File: config.mk
export PLATFORM = sky130hd
export DESIGN_NAME = uart_wb_bridge
export DESIGN_NICKNAME = d
export VERILOG_FILES = /design/src/rtl/uart_wb_bridge.sv
export SDC_FILE = /design/constraint.sdc
export NUM_CORES = 1
export LEC_CHECK = 0
export CAP_MARGIN = 20
export CORE_ASPECT_RATIO = 0.8
export CORE_MARGIN = 1.5
export CORE_UTILIZATION = 45
export CTS_BUF_LIST = sky130_fd_sc_hd__clkbuf_4 sky130_fd_sc_hd__clkbuf_8
export CTS_CLUSTER_DIAMETER = 120
export DETAILED_ROUTE_END_ITERATION = 12
export GPL_TIMING_DRIVEN = 1
export PLACE_DENSITY = 0.69
export REMOVE_ABC_BUFFERS = 1
export SETUP_SLACK_MARGIN = 0.3
export SYNTH_ARGS = -nofsm -noshare
export SYNTH_HDL_FRONTEND = slang
export SYNTH_SLANG_ARGS = --single-unit
File: constraint.sdc
create_clock -name clk -period 6.75 [get_ports clk]
set_input_delay 2.025 -clock clk [delete_from_list [all_inputs] [get_ports clk]]
set_output_delay 2.025 -clock clk [all_outputs]
set_load 0.01 [all_outputs]
File: src/rtl/uart_wb_bridge.sv
// UART command parser that acts as a single-transfer pipelined wishbone master.
// Accepts 'W'/'R' byte commands from uart_rx and returns status/data bytes to uart_tx.
module uart_wb_bridge #(
   parameter int ADDR_W       = 30,
   parameter int BYTE_TIMEOUT = 1_000_000,
   parameter int BUS_TIMEOUT  = 1024
) (
   input  logic              clk,
   input  logic              rst,
   input  logic [7:0]        rx_data,
   input  logic              rx_valid,
   output logic [7:0]        tx_data,
   output logic              tx_valid,
   input  logic              tx_ready,
   output logic              m_cyc,
   output logic              m_stb,
   output logic              m_we,
   output logic [ADDR_W-1:0] m_addr,
   output logic [3:0]        m_sel,
   output logic [31:0]       m_data_m2s,
   input  logic [31:0]       m_data_s2m,
   input  logic              m_ack,
   input  logic              m_err,
   input  logic              m_stall,
   output logic              busy,
   output logic              rx_drop
);

   localparam int BYTE_TW = $clog2(BYTE_TIMEOUT + 1);
   localparam int BUS_TW  = $clog2(BUS_TIMEOUT + 1);
   localparam logic [BYTE_TW-1:0] BYTE_LAST = BYTE_TW'(BYTE_TIMEOUT - 1);
   localparam logic [BUS_TW-1:0]  BUS_LAST  = BUS_TW'(BUS_TIMEOUT - 1);

   localparam logic [7:0] CMD_WR = 8'h57;
   localparam logic [7:0] CMD_RD = 8'h52;
   localparam logic [7:0] ST_ACK = 8'h06;
   localparam logic [7:0] ST_NAK = 8'h15;
   localparam logic [7:0] ST_TMO = 8'h54;

   typedef enum logic [2:0] {
      S_IDLE,
      S_ADDR,
      S_WDATA,
      S_BUS_REQ,
      S_BUS_WAIT,
      S_RESP
   } state_t;

   state_t             r_state;
   logic               r_we;
   logic [31:0]        r_addr;
   logic [31:0]        r_wdata;
   logic [31:0]        r_rdata;
   logic [1:0]         r_byte_cnt;
   logic [BYTE_TW-1:0] r_byte_timer;
   logic [BUS_TW-1:0]  r_bus_timer;
   logic [7:0]         r_status;
   logic [2:0]         r_resp_idx;
   logic [2:0]         r_resp_last;
   logic               r_cyc;
   logic               r_stb;
   logic [3:0]         r_sel;
   logic               r_tx_valid;
   logic [7:0]         r_tx_data;
   logic               r_rx_drop;

   logic w_rx_cmd;
   logic w_stb_accept;
   logic w_bus_done;
   logic w_read_ok;

   assign w_rx_cmd     = rx_valid && (rx_data == CMD_WR || rx_data == CMD_RD);
   assign w_stb_accept = r_stb && !m_stall;
   // A response counts either in the accept cycle itself or any later wait cycle.
   assign w_bus_done   = (w_stb_accept || r_state == S_BUS_WAIT) && (m_ack || m_err);
   assign w_read_ok    = !m_err && !r_we;

   function automatic logic [7:0] f_resp_byte(input logic [2:0]  idx,
                                              input logic [7:0]  status,
                                              input logic [31:0] data);
      case (idx)
         3'd0:    return status;
         3'd1:    return data[31:24];
         3'd2:    return data[23:16];
         3'd3:    return data[15:8];
         default: return data[7:0];
      endcase
   endfunction

   // NOTE: every state register uses <= so all updates in a clock edge see the pre-edge values.
   always_ff @(posedge clk or posedge rst) begin
      if (rst) begin
         r_state      <= S_IDLE;
         r_we         <= 1'b0;
         r_addr       <= '0;
         r_wdata      <= '0;
         r_rdata      <= '0;
         r_byte_cnt   <= '0;
         r_byte_timer <= '0;
         r_bus_timer  <= '0;
         r_status     <= '0;
         r_resp_idx   <= '0;
         r_resp_last  <= '0;
         r_cyc        <= 1'b0;
         r_stb        <= 1'b0;
         r_sel        <= '0;
         r_tx_valid   <= 1'b0;
         r_tx_data    <= '0;
         r_rx_drop    <= 1'b0;
      end else begin
         r_rx_drop <= 1'b0;
         case (r_state)
            S_IDLE: begin
               if (w_rx_cmd) begin
                  r_we         <= (rx_data == CMD_WR);
                  r_byte_cnt   <= '0;
                  r_byte_timer <= '0;
                  r_state      <= S_ADDR;
               end
            end

            S_ADDR, S_WDATA: begin
               if (rx_valid) begin
                  r_byte_timer <= '0;
                  r_byte_cnt   <= r_byte_cnt + 2'd1;
                  if (r_state == S_ADDR) r_addr  <= {r_addr[23:0], rx_data};
                  else                   r_wdata <= {r_wdata[23:0], rx_data};
                  if (r_byte_cnt == 2'd3) begin
                     if (r_state == S_ADDR && r_we) begin
                        r_state <= S_WDATA;
                     end else begin
                        r_state     <= S_BUS_REQ;
                        r_cyc       <= 1'b1;
                        r_stb       <= 1'b1;
                        r_sel       <= 4'hF;
                        r_bus_timer <= '0;
                     end
                  end
               end else if (r_byte_timer == BYTE_LAST) begin
                  r_state <= S_IDLE;
               end else begin
                  r_byte_timer <= r_byte_timer + 1'b1;
               end
            end

            S_BUS_REQ, S_BUS_WAIT: begin
               r_rx_drop <= rx_valid;
               if (w_stb_accept) r_stb <= 1'b0;
               if (w_bus_done) begin
                  r_cyc       <= 1'b0;
                  r_stb       <= 1'b0;
                  r_sel       <= '0;
                  r_status    <= m_err ? ST_NAK : ST_ACK;
                  r_resp_last <= w_read_ok ? 3'd4 : 3'd0;
                  r_resp_idx  <= '0;
                  if (w_read_ok) r_rdata <= m_data_s2m;
                  r_state     <= S_RESP;
               end else if (r_bus_timer == BUS_LAST) begin
                  r_cyc       <= 1'b0;
                  r_stb       <= 1'b0;
                  r_sel       <= '0;
                  r_status    <= ST_TMO;
                  r_resp_last <= 3'd0;
                  r_resp_idx  <= '0;
                  r_state     <= S_RESP;
               end else begin
                  r_bus_timer <= r_bus_timer + 1'b1;
                  if (w_stb_accept) r_state <= S_BUS_WAIT;
               end
            end

            S_RESP: begin
               r_rx_drop <= rx_valid;
               if (!r_tx_valid) begin
                  r_tx_valid <= 1'b1;
                  r_tx_data  <= f_resp_byte(r_resp_idx, r_status, r_rdata);
               end else if (tx_ready) begin
                  if (r_resp_idx == r_resp_last) begin
                     r_tx_valid <= 1'b0;
                     r_tx_data  <= '0;
                     r_state    <= S_IDLE;
                  end else begin
                     r_resp_idx <= r_resp_idx + 3'd1;
                     r_tx_data  <= f_resp_byte(r_resp_idx + 3'd1, r_status, r_rdata);
                  end
               end
            end

            default: r_state <= S_IDLE;
         endcase
      end
   end

   assign m_cyc      = r_cyc;
   assign m_stb      = r_stb;
   assign m_we       = r_we;
   assign m_addr     = r_addr[ADDR_W+1:2];
   assign m_sel      = r_sel;
   assign m_data_m2s = r_wdata;
   assign tx_valid   = r_tx_valid;
   assign tx_data    = r_tx_data;
   assign rx_drop    = r_rx_drop;
   assign busy       = (r_state != S_IDLE);

endmodule

==> summary.md, run 1 <==
| Metric | Value |
|---|---|
| WP data arrival | `4.58 ns` |
| GR Overflow Total | `0` |
| Clock sinks | `about 150` |
| VDD IR max | `0.000160 V` |
| Largest net degree at the start of global routing | `124` |
| IO Count | `127` |
| DR vias | `5395` |
| Die Ht | `119 um` |
| HPWL Detailed | `12.0 mm` |
| Register bit count reported by yosys | `approximately 150` |
| Area delta synth->final | `21.8%` |
| Share of layout cells above drive strength 1 | `about a fifth` |
| H-tree level count | `4` |
| Number of synthesized flops with an enable pin | `0` |
| Skew-Pair Late Insertion Delay | `0.45 ns` |
| Avg Inst Size Synth | `approximately 12 um2` |
| Post-CTS Resized | `0` |
| Antenna violations before repair | `0` |
| Worst hold-check path type | `reg -> reg` |
| Core footprint | `between 0.015 and 0.02 mm2` |
| Worst Clk Skew | `0.0131 ns` |
| # hold bufs at CTS | `0` |
| Overall power | `3.95 mW` |
| Cell count of the worst hold path | `1` |
| Port bufs | `126` |
| Tmin final | `4.29 ns` |
| Final Slew Violations | `0` |
| Hold endpoint | `r_bus_timer[0]$_DFFE_PP0P_` |
| Worst R2R Path Depth | `5` |
| CP Capture Type | `register` |
| Yosys cell types | `67` |
| Max-cap violations | `0` |
| Worst-Margin Slew | `1.04 ns` |
| Row Count | `42` |
| Synth Cell Area | `~0.0076 mm2` |
| Drt wl/cell | `about 18 um` |
| Crit Path Class | `in -> reg` |
| DIE WIDTH | `148 um` |
| Post-synth ARST share | `100%` |
| Max FO, Critical Path | `26` |
| Final worst-path cycle share | `between 60% and 70%` |
| # setup viols final | `0` |
| TritonCTS buffer count | `17` |
| Drt drc | `0` |
| Drt pass-1 iters | `8` |
| Starting Density | `45.8%` |
| Vias in the first global route | `~5300` |
| RSZ-0062 raised after global routing | `false` |
| Antenna-violating nets left | `0` |
| Die area | `0.0176 mm2` |
| Cell area after placement | `0.00873 mm2` |
| R2R Path End | `r_rdata[21]$_DFFE_PP0P_` |
| CP Launch Point | `rx_valid` |
| Final Wtd Congestion | `0.841` |
| CTS max path bufs | `2` |
| Drt total wl | `17.3 mm` |
| GRT Total Usage | `between 20% and 30%` |
| Final setup margin | `2.46 ns` |
| Setup_tns | `0 ns` |
| PwrDens | `429 mW/mm2` |
| Crit path launch type | `primary input` |
| Clk pin slew, worst setup/hold paths | `0.07 ns` |
| Hold Fails Final Rpt | `0` |
| Main synth FF type | `dfrtp_1` |
| Hold_sp | `r_bus_timer[0]$_DFFE_PP0P_` |
| Leakage | `a little under 4 nW` |
| R2r setup slk | `3.85 ns` |
| Final Cell Area | `0.00921 mm2` |
| First-pass GRT wire length | `around 28 mm` |
| Status | `finished, final reports clean` |
| Ant. Diodes | `0` |
| Vias per inst | `5.68` |
| Gate Count Post-Synth | `631` |
| Post-synthesis sequential area ratio | `51.0%` |
| Reg2reg start | `r_state[2]$_DFFE_PP0P_` |
| CTS tree | `yes` |
| WP data required | `7.04 ns` |
| Synth Warn # | `0` |
| Achievable Freq | `about 230 MHz` |
| Clock Tree Root | `clkbuf_8` |
| Slew HR | `roughly 31%` |
| Layout Nets | `between 700 and 800` |
| Postcts setup bufs | `0` |
| Pre-CTS WS | `1.99 ns` |
| Drt initial violations | `about 390` |
registers in the layout, indices dropped and copies added (netlist names), 2 cells and up:
name	count
r_rdata	32
r_status	5
r_resp_idx	3
r_addr	32
tx_data	8
r_state	3
r_byte_timer	20
r_bus_timer	11
r_byte_cnt	2
m_data_m2s	32
layout make-up:
class                           count  area [um2]
Clock inverter                     10         166
Multi-Input combinational cell    399        3260
Clock buffer                       21         277
Fill cell                        1363        7290
Sequential cell                   154        3850
Timing Repair Buffer              131        1320
Tap cell                          220         275
Inverter                           15        61.3
placed cells by master, fill, tap and decap left out, types with 11 or more instances in the layout:
master / instances
dfrtp_1: 154
clkdlybuf4s50_1: 126
mux2_2: 71
a21oi_1: 34
mux2_4: 29
nor2_1: 26
o21ai_0: 26
nand2_1: 26
clkbuf_8: 19
o31ai_1: 18
nand3_1: 16
o21a_1: 15
inv_1: 13
a222oi_1: 11
per-stage QoR:
stage | hold slack (ns) | utilization [%] | instances
floorplan | 0.458 | - | 568
global placement | 0.478 | 52.9 | 917
detailed placement | 0.491 | 52.9 | 917
CTS | 0.501 | 55.6 | 948
global route | 0.525 | 55.8 | 950
finish | 0.492 | 55.8 | 950
how the worst max path moves through the flow:
| stage | end | slack (ns) | cells past startpoint |
|---|---|---|---|
| floorplan | m_data_m2s[0]$_DFFE_PP0P_ | 0.58 | 1 |
| global placement | r_byte_timer[10]$_DFFE_PP0P_ | 2.20 | 6 |
| detailed placement | r_byte_timer[10]$_DFFE_PP0P_ | 1.99 | 6 |
| CTS | r_byte_timer[10]$_DFFE_PP0P_ | 2.48 | 6 |
| global route | r_byte_timer[12]$_DFFE_PP0P_ | 2.22 | 6 |
| finish | r_byte_timer[10]$_DFFE_PP0P_ | 2.46 | 6 |
logic make-up after synthesis:
family	Yosys count	share of synthesized area, %
xor gates and xnor gates	6	0.695
buffers and inverters	78	6.12
DFF	154	51.0
and+or+nand+nor	128	9.61
AOI/OAI and AO/OA	155	14.6
adders and majority gates	9	1.49
muxes	101	16.5
critical path: stages:
cell             delay [ns]
clkdlybuf4s50_1        0.63
and4bb_2               0.32
a311o_1                0.27
nand2_1                0.47
nor2_1                 0.74
nor2_1                 0.11
Yosys cell counts, types with 3 or more instances:
master    instances  area (um2)
dfrtp_1         154        3850
mux2_2           71         800
a21oi_1          34         170
buf_4            34         255
mux2_4           29         435
nand2_1          26        97.6
nor2_1           26        97.6
o21ai_0          26         130
o31ai_1          18         135
buf_2            16        80.1
nand3_1          16        80.1
o21a_1           15         113
inv_1            14        52.6
a222oi_1         11         110
a22oi_1          10        75.1
clkbuf_1          9        33.8
ha_1              9         113
nor3_1            9        45.0
o221ai_1          8        70.1
or4_1             7        52.6
a21boi_0          5        37.5
a221oi_1          5        43.8
nand4_1           5        31.3
or3_1             5        31.3
a22o_1            4        35.0
nand2b_1          4        25.0
nor2b_1           4        25.0
and3_1            3        18.8
buf_6             3        33.8
or2_2             3        18.8
xnor2_1           3        26.3
xor2_1            3        26.3
report_power, final:
group	internal (mW)	switching, mW	total [mW]
Sequential	1.27	0.324	1.60
Clock	0.431	0.336	0.767
Combinational	0.906	0.682	1.59
metal layers:
layer	vias up	GRT usage, %	wire [um]
met2	161	30.5	8080
met5	-	0	0
met4	0	5.88	223
met3	12	5.02	849
met1	2723	28.6	8110
li1	2499	-	-
Power figures use the tool's default switching activity.
==> run 2, diff against run 1 <==
- clock period: 6.75 -> 4 ns (I/O delays scaled with it)
==> run 2 against run 1 <==
  * Register-to-register slack worse by 2.5 ns
  * Clock-buffer cell count down 3
  * Power up 64%
  * Final area shrank 0.77%
  * Highest routed layer unchanged
  * Die area unchanged
  * Largest power group is now combinational cells
==> summary.md, run 2 (same netlist as run 1, synthesis figures left out) <==
| Metric | Value |
|---|---|
| DIE WIDTH | `148 um (unchanged)` |
| Post-CTS Resized | `0 (unchanged)` |
| Max FO, Critical Path | `26 (unchanged)` |
| Core footprint | `0.0165 mm2 (unchanged)` |
| Worst hold-check path type | `reg -> reg` |
| Final Wtd Congestion | `0.815 (-3.2%)` |
| Slew HR | `48.5% (+18 points)` |
| Largest net degree at the start of global routing | `72 (-42%)` |
| Layout Nets | `778 (+0.52%)` |
| Max-cap violations | `0 (unchanged)` |
| Final Slew Violations | `0 (unchanged)` |
| WP data arrival | `3.78 ns (-0.80 ns)` |
| Die area | `0.0176 mm2 (unchanged)` |
| Final worst-path cycle share | `84.9%` |
| Commonest non-fill, non-tap cells in the layout | `154 x dfrtp_1, 126 x clkdlybuf4s50_1, 71 x mux2_2, 34 x a21oi_1, 29 x mux2_4` |
| Overall power | `6.47 mW (+64%)` |
| Antenna violations before repair | `0 (unchanged)` |
| Leakage | `3.91 nW (-0.61%)` |
| Row Count | `42 (unchanged)` |
| R2r setup slk | `1.36 ns (-2.49 ns)` |
| Drt initial violations | `400 (+2.3%)` |
| Drt wl/cell | `18.1 um (-0.44%)` |
| WP data required | `4.38 ns (-2.66 ns)` |
| Die Ht | `119 um (unchanged)` |
| # hold bufs at CTS | `0 (unchanged)` |
| Skew-Pair Late Insertion Delay | `0.45 ns (about the same)` |
| Hold Fails Final Rpt | `0 (unchanged)` |
| GR Overflow Total | `0 (unchanged)` |
| DR vias | `5412 (+0.32%)` |
| TritonCTS buffer count | `17 (unchanged)` |
| First-pass GRT wire length | `28.3 mm (+1.7%)` |
| CTS tree | `yes` |
| PwrDens | `708 mW/mm2 (+65%)` |
| CP Capture Type | `register` |
| Clock Tree Root | `clkbuf_8` |
| IO Count | `127 (unchanged)` |
| Crit Path Class | `in -> reg` |
| Highest metal used | `met4` |
| Achievable Freq | `just under 300 MHz` |
| Tmin final | `3.40 ns` |
| Commonest non-fill, non-tap cell in the layout | `dfrtp_1` |
| DRT met1 WL | `8.22 mm (+1.3%)` |
| Postcts setup bufs | `0 (unchanged)` |
| Port bufs | `126 (unchanged)` |
| Clk pin slew, worst setup/hold paths | `0.08 ns (about the same)` |
| Vias in the first global route | `5341 (+1.1%)` |
| Worst Clk Skew | `0.0177 ns (+0.00460 ns)` |
| Met2 wire length | `7.93 mm (-1.9%)` |
| Share of layout cells above drive strength 1 | `21.6% (+0.32 points)` |
| Vias per inst | `5.68 (about the same)` |
| # setup viols final | `0 (unchanged)` |
| HPWL Detailed | `12.0 mm (unchanged)` |
| GRT Total Usage | `20.3% (+0.21 points)` |
| Ant. Diodes | `0 (unchanged)` |
| Worst-Margin Slew | `0.771 ns (-0.268 ns)` |
| Status | `finished, final reports clean` |
| H-tree level count | `4 (unchanged)` |
| Post-route core utilization | `55.4% (-0.43 points)` |
| Antenna-violating nets left | `0 (unchanged)` |
| Starting Density | `45.8% (unchanged)` |
| Setup_tns | `0 ns (unchanged)` |
| Metal3 WL | `920 um (+8.4%)` |
| RSZ-0062 raised after global routing | `false` |
| Crit path launch type | `primary input` |
| VDD IR max | `0.000233 V (+46%)` |
| Drt pass-1 iters | `5 (-3)` |
| Drt drc | `0 (unchanged)` |
| Clock sinks | `154 (unchanged)` |
| Drt total wl | `17.2 mm (-0.13%)` |
| Area delta synth->final | `20.8%` |
| CTS max path bufs | `2 (unchanged)` |
run 2: through the flow:
| stage | setup slack [ns] | hold slack (ns) | cells | instance area, um2 |
|---|---|---|---|---|
| after floorplan | -1.35 | 0.458 | 568 | 7150 |
| after global placement | 0.276 | 0.479 | 923 | 8790 |
| after detailed placement | 0.140 | 0.489 | 923 | 8790 |
| after CTS | 0.620 | 0.502 | 953 | 9140 |
| after global routing | 0.447 | 0.525 | 953 | 9140 |
| final | 0.605 | 0.498 | 953 | 9140 |
run 2: final cells by class:
type | instances | area (um2)
clock buffers | 18 | 248
clock inverters | 12 | 101
flip-flops and latches | 154 | 3850
well taps | 220 | 275
inverters | 15 | 61.3
fillers | 1384 | 7360
repair buffers | 135 | 1340
multi-input cells | 399 | 3260
run 2: path summary, 6_finish.rpt:
path | endpoint | from | cells past startpoint
hold / removal | tx_data[2]$_DFFE_PP0P_ | tx_data[2]$_DFFE_PP0P_ | 1
max in group asynchronous | r_bus_timer[7]$_DFFE_PP0P_ | rst | 3
setup reg to reg | r_rdata[15]$_DFFE_PP0P_ | r_state[2]$_DFFE_PP0P_ | 6
setup / recovery | r_byte_timer[3]$_DFFE_PP0P_ | rx_valid | 6
hold reg to reg | tx_data[2]$_DFFE_PP0P_ | tx_data[2]$_DFFE_PP0P_ | 1
min in group asynchronous | r_addr[28]$_DFFE_PP0P_ | rst | 2
run 2: layer usage:
layer  up-vias  global-route usage (%)
li1       2500                       -
met1      2737                    29.4
met2       160                    30.6
met3        15                    4.64
met4         0                    5.57
met5         -                       0
run 2: worst max-delay path, cell delays in order:
cell and delay (ns):
clkdlybuf4s50_1 0.64, and4bb_2 0.33, a311o_1 0.26, nand2_1 0.49
or4_1 0.68, a21oi_1 0.17
run 2: power breakdown:
group          internal [mW]  total (mW)  switching, mW
Clock                  0.497        1.07          0.576
Sequential              2.15        2.69          0.536
Combinational           1.54        2.71           1.17
==> run 3, diff against run 2 <==
- clock period: 4 -> 3.4 ns (I/O delays scaled with it)
==> run 3 against run 2 <==
  * Worst hold slack better by 0.0017 ns
  * Largest cell class unchanged
  * Non-clock buffer count is 6 higher
  * Clock-buffer cell count stayed put
  * Critical endpoint is now busy
  * Power is 22% higher
==> summary.md, run 3 (same netlist as run 1, synthesis figures left out) <==
| Metric | Value |
|---|---|
| Clock sinks | `154 (unchanged)` |
| Vias in the first global route | `5333 (-0.15%)` |
| Drt wl/cell | `18.3 um (+1.2%)` |
| Drt drc | `0 (unchanged)` |
| CTS tree | `yes` |
| H-tree level count | `4 (unchanged)` |
| Skew-Pair Late Insertion Delay | `0.45 ns (about the same)` |
| Post-CTS Resized | `0 (unchanged)` |
| Overall power | `7.87 mW (+22%)` |
| Worst R2R Path Depth | `6 (unchanged)` |
| Largest net degree at the start of global routing | `57 (-21%)` |
| Port bufs | `126 (unchanged)` |
| Commonest non-fill, non-tap cell in the layout | `dfrtp_1` |
| Tmin final | `~2.9 ns` |
| Worst path cell trace | `nor3_2 -> inv_1 -> clkdlybuf4s50_1` |
| Worst Clk Skew | `0.0122 ns (-0.00545 ns)` |
| Max-cap violations | `0 (unchanged)` |
| IO Count | `127 (unchanged)` |
| Layout Nets | `784 (+0.77%)` |
| Finished Layout Cells | `961 (+0.84%)` |
| Reg2reg start | `r_state[2]$_DFFE_PP0P_` |
| Achievable Freq | `344 MHz` |
| RSZ-0062 raised after global routing | `false` |
| # hold bufs at CTS | `0 (unchanged)` |
| CTS max path bufs | `2 (unchanged)` |
| Die area | `0.0176 mm2 (unchanged)` |
| WP data arrival | `1.89 ns (-1.89 ns)` |
| Max FO, Critical Path | `12 (-54%)` |
| Antenna violations before repair | `0 (unchanged)` |
| Worst hold-check path type | `reg -> reg` |
| GR Overflow Total | `0 (unchanged)` |
| First-pass GRT wire length | `28.2 mm (-0.17%)` |
| HPWL Detailed | `12.3 mm (+2.0%)` |
| Crit-path max cell delay | `0.52 ns (-0.16 ns)` |
| Worst-Margin Slew | `0.710 ns (-0.0610 ns)` |
| Slew HR | `52.3% (+3.8 points)` |
| Share of layout cells above drive strength 1 | `22.5% (+0.98 points)` |
| Area delta synth->final | `22.7%` |
| Vias per inst | `5.71 (+0.56%)` |
| Starting Density | `45.8% (unchanged)` |
| Core footprint | `0.0165 mm2 (unchanged)` |
| VDD IR max | `0.000299 V (+28%)` |
| Ant. Diodes | `0 (unchanged)` |
| Row Count | `42 (unchanged)` |
| Drt total wl | `17.6 mm (+2.0%)` |
| Pre-CTS WS | `0.267 ns (+0.126 ns)` |
| Drt initial violations | `515 (+29%)` |
| PwrDens | `848 mW/mm2 (+20%)` |
| Crit path launch type | `register` |
| Clk pin slew, worst setup/hold paths | `0.08 ns (about the same)` |
| # setup viols final | `0 (unchanged)` |
| Final Wtd Congestion | `0.833 (+2.2%)` |
| Antenna-violating nets left | `0 (unchanged)` |
| WP data required | `2.38 ns (-2.00 ns)` |
| Final worst-path cycle share | `85.6%` |
| Postcts setup bufs | `0 (unchanged)` |
| Final setup margin | `0.491 ns (-0.114 ns)` |
| Commonest non-fill, non-tap cells in the layout | `154 x dfrtp_1, 126 x clkdlybuf4s50_1, 71 x mux2_2, 34 x a21oi_1, 29 x mux2_4` |
| R2r setup slk | `0.74 ns (-0.62 ns)` |
| CP Launch Point | `r_state[1]$_DFFE_PP0P_` |
| CP Capture Type | `primary output` |
| DP Cell Count | `929 (+0.65%)` |
| DR vias | `5488 (+1.4%)` |
| Worst Setup EP | `busy` |
| Hold Fails Final Rpt | `0 (unchanged)` |
| Clock Tree Root | `clkbuf_8` |
| Crit Path Class | `reg -> out` |
| R2R Path End | `r_rdata[15]$_DFFE_PP0P_` |
| Slowest stage cell, crit path | `dfrtp_1` |
| Leakage | `3.97 nW (+1.4%)` |
| TritonCTS buffer count | `17 (unchanged)` |
| Die Ht | `119 um (unchanged)` |
| Status | `finished, final reports clean` |
| Drt pass-1 iters | `5 (unchanged)` |
| Final Slew Violations | `0 (unchanged)` |
| GRT Total Usage | `20.4% (+0.025 points)` |
| DIE WIDTH | `148 um (unchanged)` |
-- run 3: cell count changes in the layout (fill, tap and decap cells not counted), sizes merged --
cell      delta
bufinv       +2
buf          +6
clkinvlp     +3
clkinv       -4
inv          +1
-- run 3: cell type report --
type                            count  area (um2)
Multi-Input combinational cell    399        3260
Clock inverter                     14         173
Sequential cell                   154        3850
Fill cell                        1384        7220
Clock buffer                       18         241
Timing Repair Buffer              141        1410
Inverter                           15        61.3
Tap cell                          220         275
-- run 3: critical path, delay by kind of cell, from the launching register on --
| kind | cells | cell delay, ns |
|---|---|---|
| DFF | 1 | 0.52 |
| and+or+nand+nor | 1 | 0.35 |
| buffers and inverters | 2 | 0.58 |
-- run 3: how the worst min path moves through the flow --
stage | from | to | cells after the start
after global placement | r_bus_timer[0]$_DFFE_PP0P_ | r_bus_timer[0]$_DFFE_PP0P_ | 1
after floorplan | r_status[2]$_DFFE_PP0P_ | r_status[2]$_DFFE_PP0P_ | 1
final | r_bus_timer[0]$_DFFE_PP0P_ | r_bus_timer[0]$_DFFE_PP0P_ | 1
after CTS | r_bus_timer[0]$_DFFE_PP0P_ | r_bus_timer[0]$_DFFE_PP0P_ | 1
after global routing | r_resp_last[2]$_DFFE_PP0P_ | r_resp_last[2]$_DFFE_PP0P_ | 2
after detailed placement | r_resp_last[2]$_DFFE_PP0P_ | r_resp_last[2]$_DFFE_PP0P_ | 2
-- run 3: report_power, final --
part	switching [mW]	leakage, nW	internal [mW]
sequential	0.612	1.97	2.53
combinational	1.42	1.80	1.86
clock	0.708	0.195	0.737
total	2.74	3.97	5.13
-- run 3: through the flow --
step	area, um2	utilization, %	hold slack (ns)	setup TNS, ns
5_1_grt	9280	56.2	0.519	0
3_5_place_dp	8860	53.7	0.486	0
2_1_floorplan	7150	-	0.458	-308.93
3_3_place_gp	8860	53.7	0.479	0
6_report	9280	56.2	0.500	0
4_1_cts	9270	56.2	0.501	0
-- run 3: per-layer routing --
| layer | share of wire (%) | up-vias | routed length, um | GRT usage [%] |
|---|---|---|---|---|
| li1 | - | 2511 | - | - |
| met1 | 47 | 2783 | 8290 | 29.0 |
| met2 | 47 | 174 | 8230 | 31.7 |
| met3 | 5.0 | 20 | 871 | 4.41 |
| met4 | 1.2 | 0 | 203 | 5.14 |
| met5 | 0 | - | 0 | 0 |
